`src/rtl/transmissor_16.sv`:
```
// transmissor_16: sends a 16-bit word as two asynchronous serial frames.
// The high byte goes first, then the low byte. Each frame has a start bit,
// N_BITS data bits sent LSB first, an optional even parity bit and one stop bit.
// Outputs are registered from next-state values, so they track the state register.
// Data bits come from an 8-bit byte, so N_BITS is expected to be at most 8.
module transmissor_16 #(
   parameter int BAUD_RATE = 115200,
   parameter int CLOCK_HZ  = 50_000_000,
   parameter int N_BITS    = 8,
   parameter int PARITY    = 1
) (
   input  logic        clock,
   input  logic        reset,
   input  logic        partida,
   input  logic [15:0] data_in,
   output logic        tx_serial,
   output logic        ocupado,
   output logic        pronto,
   output logic [2:0]  db_estado
);

   localparam int DIV   = CLOCK_HZ / BAUD_RATE;
   localparam int FRAME = N_BITS + 2 + ((PARITY != 0) ? 1 : 0);
   localparam int CNT_W = (DIV > 1) ? $clog2(DIV) : 1;
   localparam int BIT_W = $clog2(FRAME);
   localparam logic [CNT_W-1:0] DIV_LAST   = CNT_W'(DIV - 1);
   localparam logic [BIT_W-1:0] FRAME_LAST = BIT_W'(FRAME - 1);

   typedef enum logic [2:0] {
      IDLE      = 3'd0,
      LOAD      = 3'd1,
      SEND_HIGH = 3'd2,
      SEND_LOW  = 3'd3,
      DONE      = 3'd4
   } state_t;

   state_t             state_r,    state_s;
   logic [CNT_W-1:0]   baud_cnt_r, baud_cnt_s;
   logic [BIT_W-1:0]   bit_idx_r,  bit_idx_s;
   logic [15:0]        word_r,     word_s;
   logic [7:0]         byte_s;
   logic               tx_r,       tx_s;
   logic               ocupado_r,  ocupado_s;
   logic               pronto_r,   pronto_s;

   // Even parity over the N_BITS data bits of a byte.
   function automatic logic parity_of(input logic [7:0] b);
      logic p;
      p = 1'b0;
      for (int i = 0; i < 8; i++) begin
         p = p ^ (b[i] & (i < N_BITS));
      end
      return p;
   endfunction

   // Line level for frame position idx: start, data LSB first, parity, stop.
   function automatic logic frame_bit(input logic [7:0] b, input logic [BIT_W-1:0] idx);
      int   pos;
      logic v;
      pos = int'(idx);
      if (pos == 0) begin
         v = 1'b0;
      end else if (pos <= N_BITS) begin
         v = b[3'(pos - 1)];
      end else if ((PARITY != 0) && (pos == N_BITS + 1)) begin
         v = parity_of(b);
      end else begin
         v = 1'b1;
      end
      return v;
   endfunction

   // Next-state and next-output logic. Each output is computed from the next state.
   always_comb begin
      state_s    = state_r;
      baud_cnt_s = baud_cnt_r;
      bit_idx_s  = bit_idx_r;
      word_s     = word_r;
      case (state_r)
         IDLE: begin
            if (partida) begin
               state_s = LOAD;
               word_s  = data_in;
            end else begin
               state_s = IDLE;
            end
         end
         LOAD: begin
            state_s    = SEND_HIGH;
            baud_cnt_s = '0;
            bit_idx_s  = '0;
         end
         SEND_HIGH, SEND_LOW: begin
            if (baud_cnt_r == DIV_LAST) begin
               baud_cnt_s = '0;
               if (bit_idx_r == FRAME_LAST) begin
                  bit_idx_s = '0;
                  state_s   = (state_r == SEND_HIGH) ? SEND_LOW : DONE;
               end else begin
                  bit_idx_s = bit_idx_r + BIT_W'(1);
               end
            end else begin
               baud_cnt_s = baud_cnt_r + CNT_W'(1);
            end
         end
         DONE: begin
            state_s = IDLE;
         end
         default: begin
            state_s = IDLE;
         end
      endcase

      byte_s = (state_s == SEND_HIGH) ? word_s[15:8] : word_s[7:0];
      if ((state_s == SEND_HIGH) || (state_s == SEND_LOW)) begin
         tx_s = frame_bit(byte_s, bit_idx_s);
      end else begin
         tx_s = 1'b1;
      end
      ocupado_s = (state_s != IDLE);
      pronto_s  = (state_s == DONE);
   end

   // State, counters, latched word and registered outputs. Reset aborts any frame.
   always_ff @(posedge clock) begin
      if (reset) begin
         state_r    <= IDLE;
         baud_cnt_r <= '0;
         bit_idx_r  <= '0;
         word_r     <= 16'h0000;
         tx_r       <= 1'b1;
         ocupado_r  <= 1'b0;
         pronto_r   <= 1'b0;
      end else begin
         state_r    <= state_s;
         baud_cnt_r <= baud_cnt_s;
         bit_idx_r  <= bit_idx_s;
         word_r     <= word_s;
         tx_r       <= tx_s;
         ocupado_r  <= ocupado_s;
         pronto_r   <= pronto_s;
      end
   end

   assign tx_serial = tx_r;
   assign ocupado   = ocupado_r;
   assign pronto    = pronto_r;
   assign db_estado = state_r;

endmodule

```
`config.mk`:
```
export PLATFORM = sky130hd
export DESIGN_NAME = transmissor_16
export DESIGN_NICKNAME = d
export VERILOG_FILES = /design/src/rtl/transmissor_16.sv
export SDC_FILE = /design/constraint.sdc
export NUM_CORES = 1
export LEC_CHECK = 0
export BUFFER_PORTS_ARGS = -buffer_cell sky130_fd_sc_hd__clkbuf_2
export CORE_AREA = 2 2 96 98
export DETAILED_ROUTE_END_ITERATION = 12
export DIE_AREA = 0 0 98 100
export PLACE_DENSITY = 0.41
export SKIP_CTS_REPAIR_TIMING = 1
export SLEW_MARGIN = 10
export SYNTH_ARGS = -nofsm -noshare
export SYNTH_HDL_FRONTEND = slang
export SYNTH_SLANG_ARGS = --single-unit
```
`constraint.sdc`:
```
create_clock -name clock -period 2.61 [get_ports clock]
set_input_delay 0.522 -clock clock [delete_from_list [all_inputs] [get_ports clock]]
set_output_delay 0.522 -clock clock [all_outputs]
set_load 0.02 [all_outputs]
```
==> flow_summary.json <==
{
  "outcome": "complete, but fails checks",
  "violations": "setup timing",
  "post-route-min-period_ps": 2640,
  "yosys-top-cells-area": "dfxtp_1 (33%), nand2_1 (8.5%), a21oi_1 (6.8%), nor2_1 (4.9%), xnor2_1 (3.7%)",
  "row_count": 35,
  "cp-end-kind": "flop",
  "fin_area_sq_um": 2850,
  "slew-limit-headroom_pct": 63.5,
  "synth_xor_area_share_pct": 4.77,
  "p_per_area_nw_per_um2": 489,
  "cts_tree": "yes",
  "hp-class": "primary input to flop",
  "die_w_microns": 98,
  "clock_sinks": 35,
  "wl_microns": 6020,
  "syn-num-nets": 284,
  "drt_iter0_drc": 77,
  "mappedNetlistArea_sq_um": 2130,
  "rr_startpoint": "baud_cnt_r[1]",
  "synthCells": 259,
  "rsz0062_at_grt": "true",
  "die-area_sq_um": 9800,
  "timing.final.ws_setup_ps": -34.5,
  "crit_type": "flop to flop",
  "initial_utilization_pct": 23.9,
  "post-route-util_pct": 32.0,
  "fp.coreArea_sq_um": 8890,
  "synth_edf_count": 0,
  "r2r-end": "tx_serial",
  "synth_cell_types": 55,
  "grtUsageTotal_pct": 12.6,
  "yosysMostFrequentCell": "nand2_1",
  "p_seq_share_pct": 42.4,
  "crit_path_top_delay_cell": "a222oi_1",
  "grt_start_max_net_pins": 34,
  "synth_top_area_share_pct": 33.0,
  "fin_total_pwr_mw": 1.39,
  "fillCellCount": 955,
  "critPathMaxFanout": 5,
  "max_stage_delay_ps": 470,
  "synth_top_family_by_area": "simple AND/OR/NAND/NOR gates",
  "viasPerCell": 4.75,
  "startpoint": "baud_cnt_r[1]",
  "synth_commonest_cells": "nand2_1 (48), dfxtp_1 (35), a21oi_1 (29), nor2_1 (28)",
  "final_hold_viol_count": 0,
  "p_int_mw": 0.955,
  "crit_chain": "inv_2 -> ha_4 -> buf_6 -> nand4b_4 -> nor3_4 -> nor3_4 -> a222oi_1 -> xnor2_1 -> xnor3_1 -> nor4b_2 -> o31ai_2",
  "start_kind": "flop",
  "power_frac_clock_pct": 28.2,
  "layout.nets": 349,
  "synthArstFlopShare_pct": 0,
  "portBuffers": 24,
  "dieHeight_microns": 100,
  "arrival_ps": 2820,
  "insertion_delay_ps": 290,
  "clk_pin_slew_ps": 80,
  "ys.flop_type": "dfxtp_1",
  "ir_drop_mv": 0.182,
  "critical_path_required_ps": 2780,
  "period_share_pct": 101,
  "swShare_pct": 31.5,
  "p_sw_mw": 0.440,
  "finalClockSkew_ps": 8.84,
  "n_antenna_cell": 0,
  "yosysWarnings": 0,
  "dp_cells": 424,
  "boundaryPins": 25,
  "h-tree-depth": 2,
  "drtPass1Iterations": 4,
  "antenna_left": 0,
  "reg2reg_depth": 11,
  "max_freq_ghz": 0.378,
  "synth.area.mux_share_pct": 3.65,
  "synth_compound_area_share_pct": 23.0,
  "fin_cells": 436,
  "synth_seq_cells": 35,
  "drv_slew": 0,
  "seq_area_frac_synth_pct": 33.0,
  "yosysTopAreaCell": "dfxtp_1",
  "max-cap-violations": 0,
  "place_congestion": 0.750,
  "post_drt_wl_per_cell_microns": 13.8,
  "vias": 2073,
  "dp_hpwl_microns": 4590,
  "area_growth_pct": 34.0,
  "setup_violations": 1,
  "rrSetupSlack_ps": -30,
  "antenna_found_initial": 0,
  "clock_path_buffers": 2,
  "grt_first_pass_wirelength_microns": 10000,
  "synth_fa_ha_area_share_pct": 3.53,
  "cts_buffers": 5,
  "worst_pin_slew_ps": 543,
  "grt_pass1_vias": 2013,
  "p_comb_share_pct": 29.4,
  "p_leak_nw": 1.20,
  "gr-total-overflow": 0,
  "yosys.area_share.simple_pct": 28.5,
  "avgSynthCellArea_sq_um": 8.21,
  "worstSetupEndpoint": "tx_serial",
  "drive_gt1_share_pct": 31.7,
  "place_area_sq_um": 2660,
  "drc": 0,
  "cts_root_buffer": "clkbuf_8",
  "timing.critical_path.mode_cell": "nor3_4"
}
[per-stage QoR]
step                hold slack, ps  setup TNS (ps)  worst slack (ps)
finish                         444           -34.5             -34.5
CTS                            445           -47.8             -47.8
detailed placement             457           -94.4             -94.4
global route                   453            -178              -178
global placement               450           -88.7             -88.7
floorplan                      436               0              10.5
[power by group through the flow]
| stage | Clock, mW | Combinational, mW | Sequential [mW] |
|---|---|---|---|
| 6_report | 0.393 | 0.410 | 0.591 |
| 5_1_grt | 0.427 | 0.455 | 0.595 |
| 4_1_cts | 0.403 | 0.394 | 0.588 |
| 3_5_place_dp | 0 | 0.393 | 0.600 |
| 3_3_place_gp | 0 | 0.393 | 0.600 |
| 2_1_floorplan | 0 | 0.249 | 0.602 |
[metal layers]
metal | share of wire [%] | GRT usage [%] | wire length, microns
met1 | 51 | 17.2 | 3060
met2 | 46 | 21.0 | 2750
met3 | 2.2 | 2.16 | 131
met4 | 1.4 | 2.88 | 84
met5 | 0 | 0 | 0
[worst max-delay path, delay by kind of cell, from the launching register on]
family / cells / cell delay [ps]
xor gates and xnor gates: 2 / 560
DFF: 1 / 330
AOI/OAI and AO/OA: 2 / 550
and+or+nand+nor: 4 / 820
buffers and inverters: 2 / 150
adders and majority gates: 1 / 120
[kinds of logic (layout without fill, tap and decap cells)]
family / count (synthesis) / in the layout
XOR/XNOR: 10 / 10
AND/OR/NAND/NOR: 112 / 112
adder cells (fa/ha/maj): 6 / 6
AO/OA/AOI/OAI: 73 / 73
multiplexers: 6 / 6
flip-flops: 35 / 35
buffers and inverters: 17 / 83
[worst min path at each step]
stage,start,slack [ps],to,cells after the start
3_3_place_gp,word_r[6],450,word_r[6],2
2_1_floorplan,word_r[0],440,word_r[0],2
5_1_grt,data_in[15],450,word_r[15],3
4_1_cts,data_in[11],450,word_r[11],3
3_5_place_dp,word_r[2],460,word_r[2],2
6_report,data_in[11],440,word_r[11],3
[flip-flops by register name, summed over array words and instances (netlist names)]
name / flops
word_r: 16
baud_cnt_r: 9
bit_idx_r: 4
db_estado: 3
ocupado: 1
pronto: 1
tx_serial: 1
[layout by cell type (no fill, tap or decap), types with 3 or more instances in the layout]
cell and n:
mux2i_1 4, dfxtp_2 3, ha_1 5, clkbuf_8 5
o21ai_0 9, a211oi_1 3, clkbuf_2 24, and3_1 4
a21oi_1 29, nand2_1 48, nand3_1 5, o21a_1 4
xnor2_1 8, dfxtp_1 32, inv_1 4, a22o_1 4
buf_4 44, nand3b_1 3, nand2b_1 3, and4b_1 3
nor2_1 28
[cell type report]
| type | instances | area (sq um) | share of cell area [%] |
|---|---|---|---|
| Clock buffer | 7 | 76.3 | 2.68 |
| Clock inverter | 1 | 5.00 | 0.176 |
| Inverter | 5 | 18.8 | 0.659 |
| Multi-Input combinational cell | 207 | 1420 | 50.0 |
| Sequential cell | 35 | 704 | 24.7 |
| Tap cell | 111 | 139 | 4.87 |
| Timing Repair Buffer | 70 | 482 | 16.9 |
No activity file was read; power rests on OpenSTA's default activity.
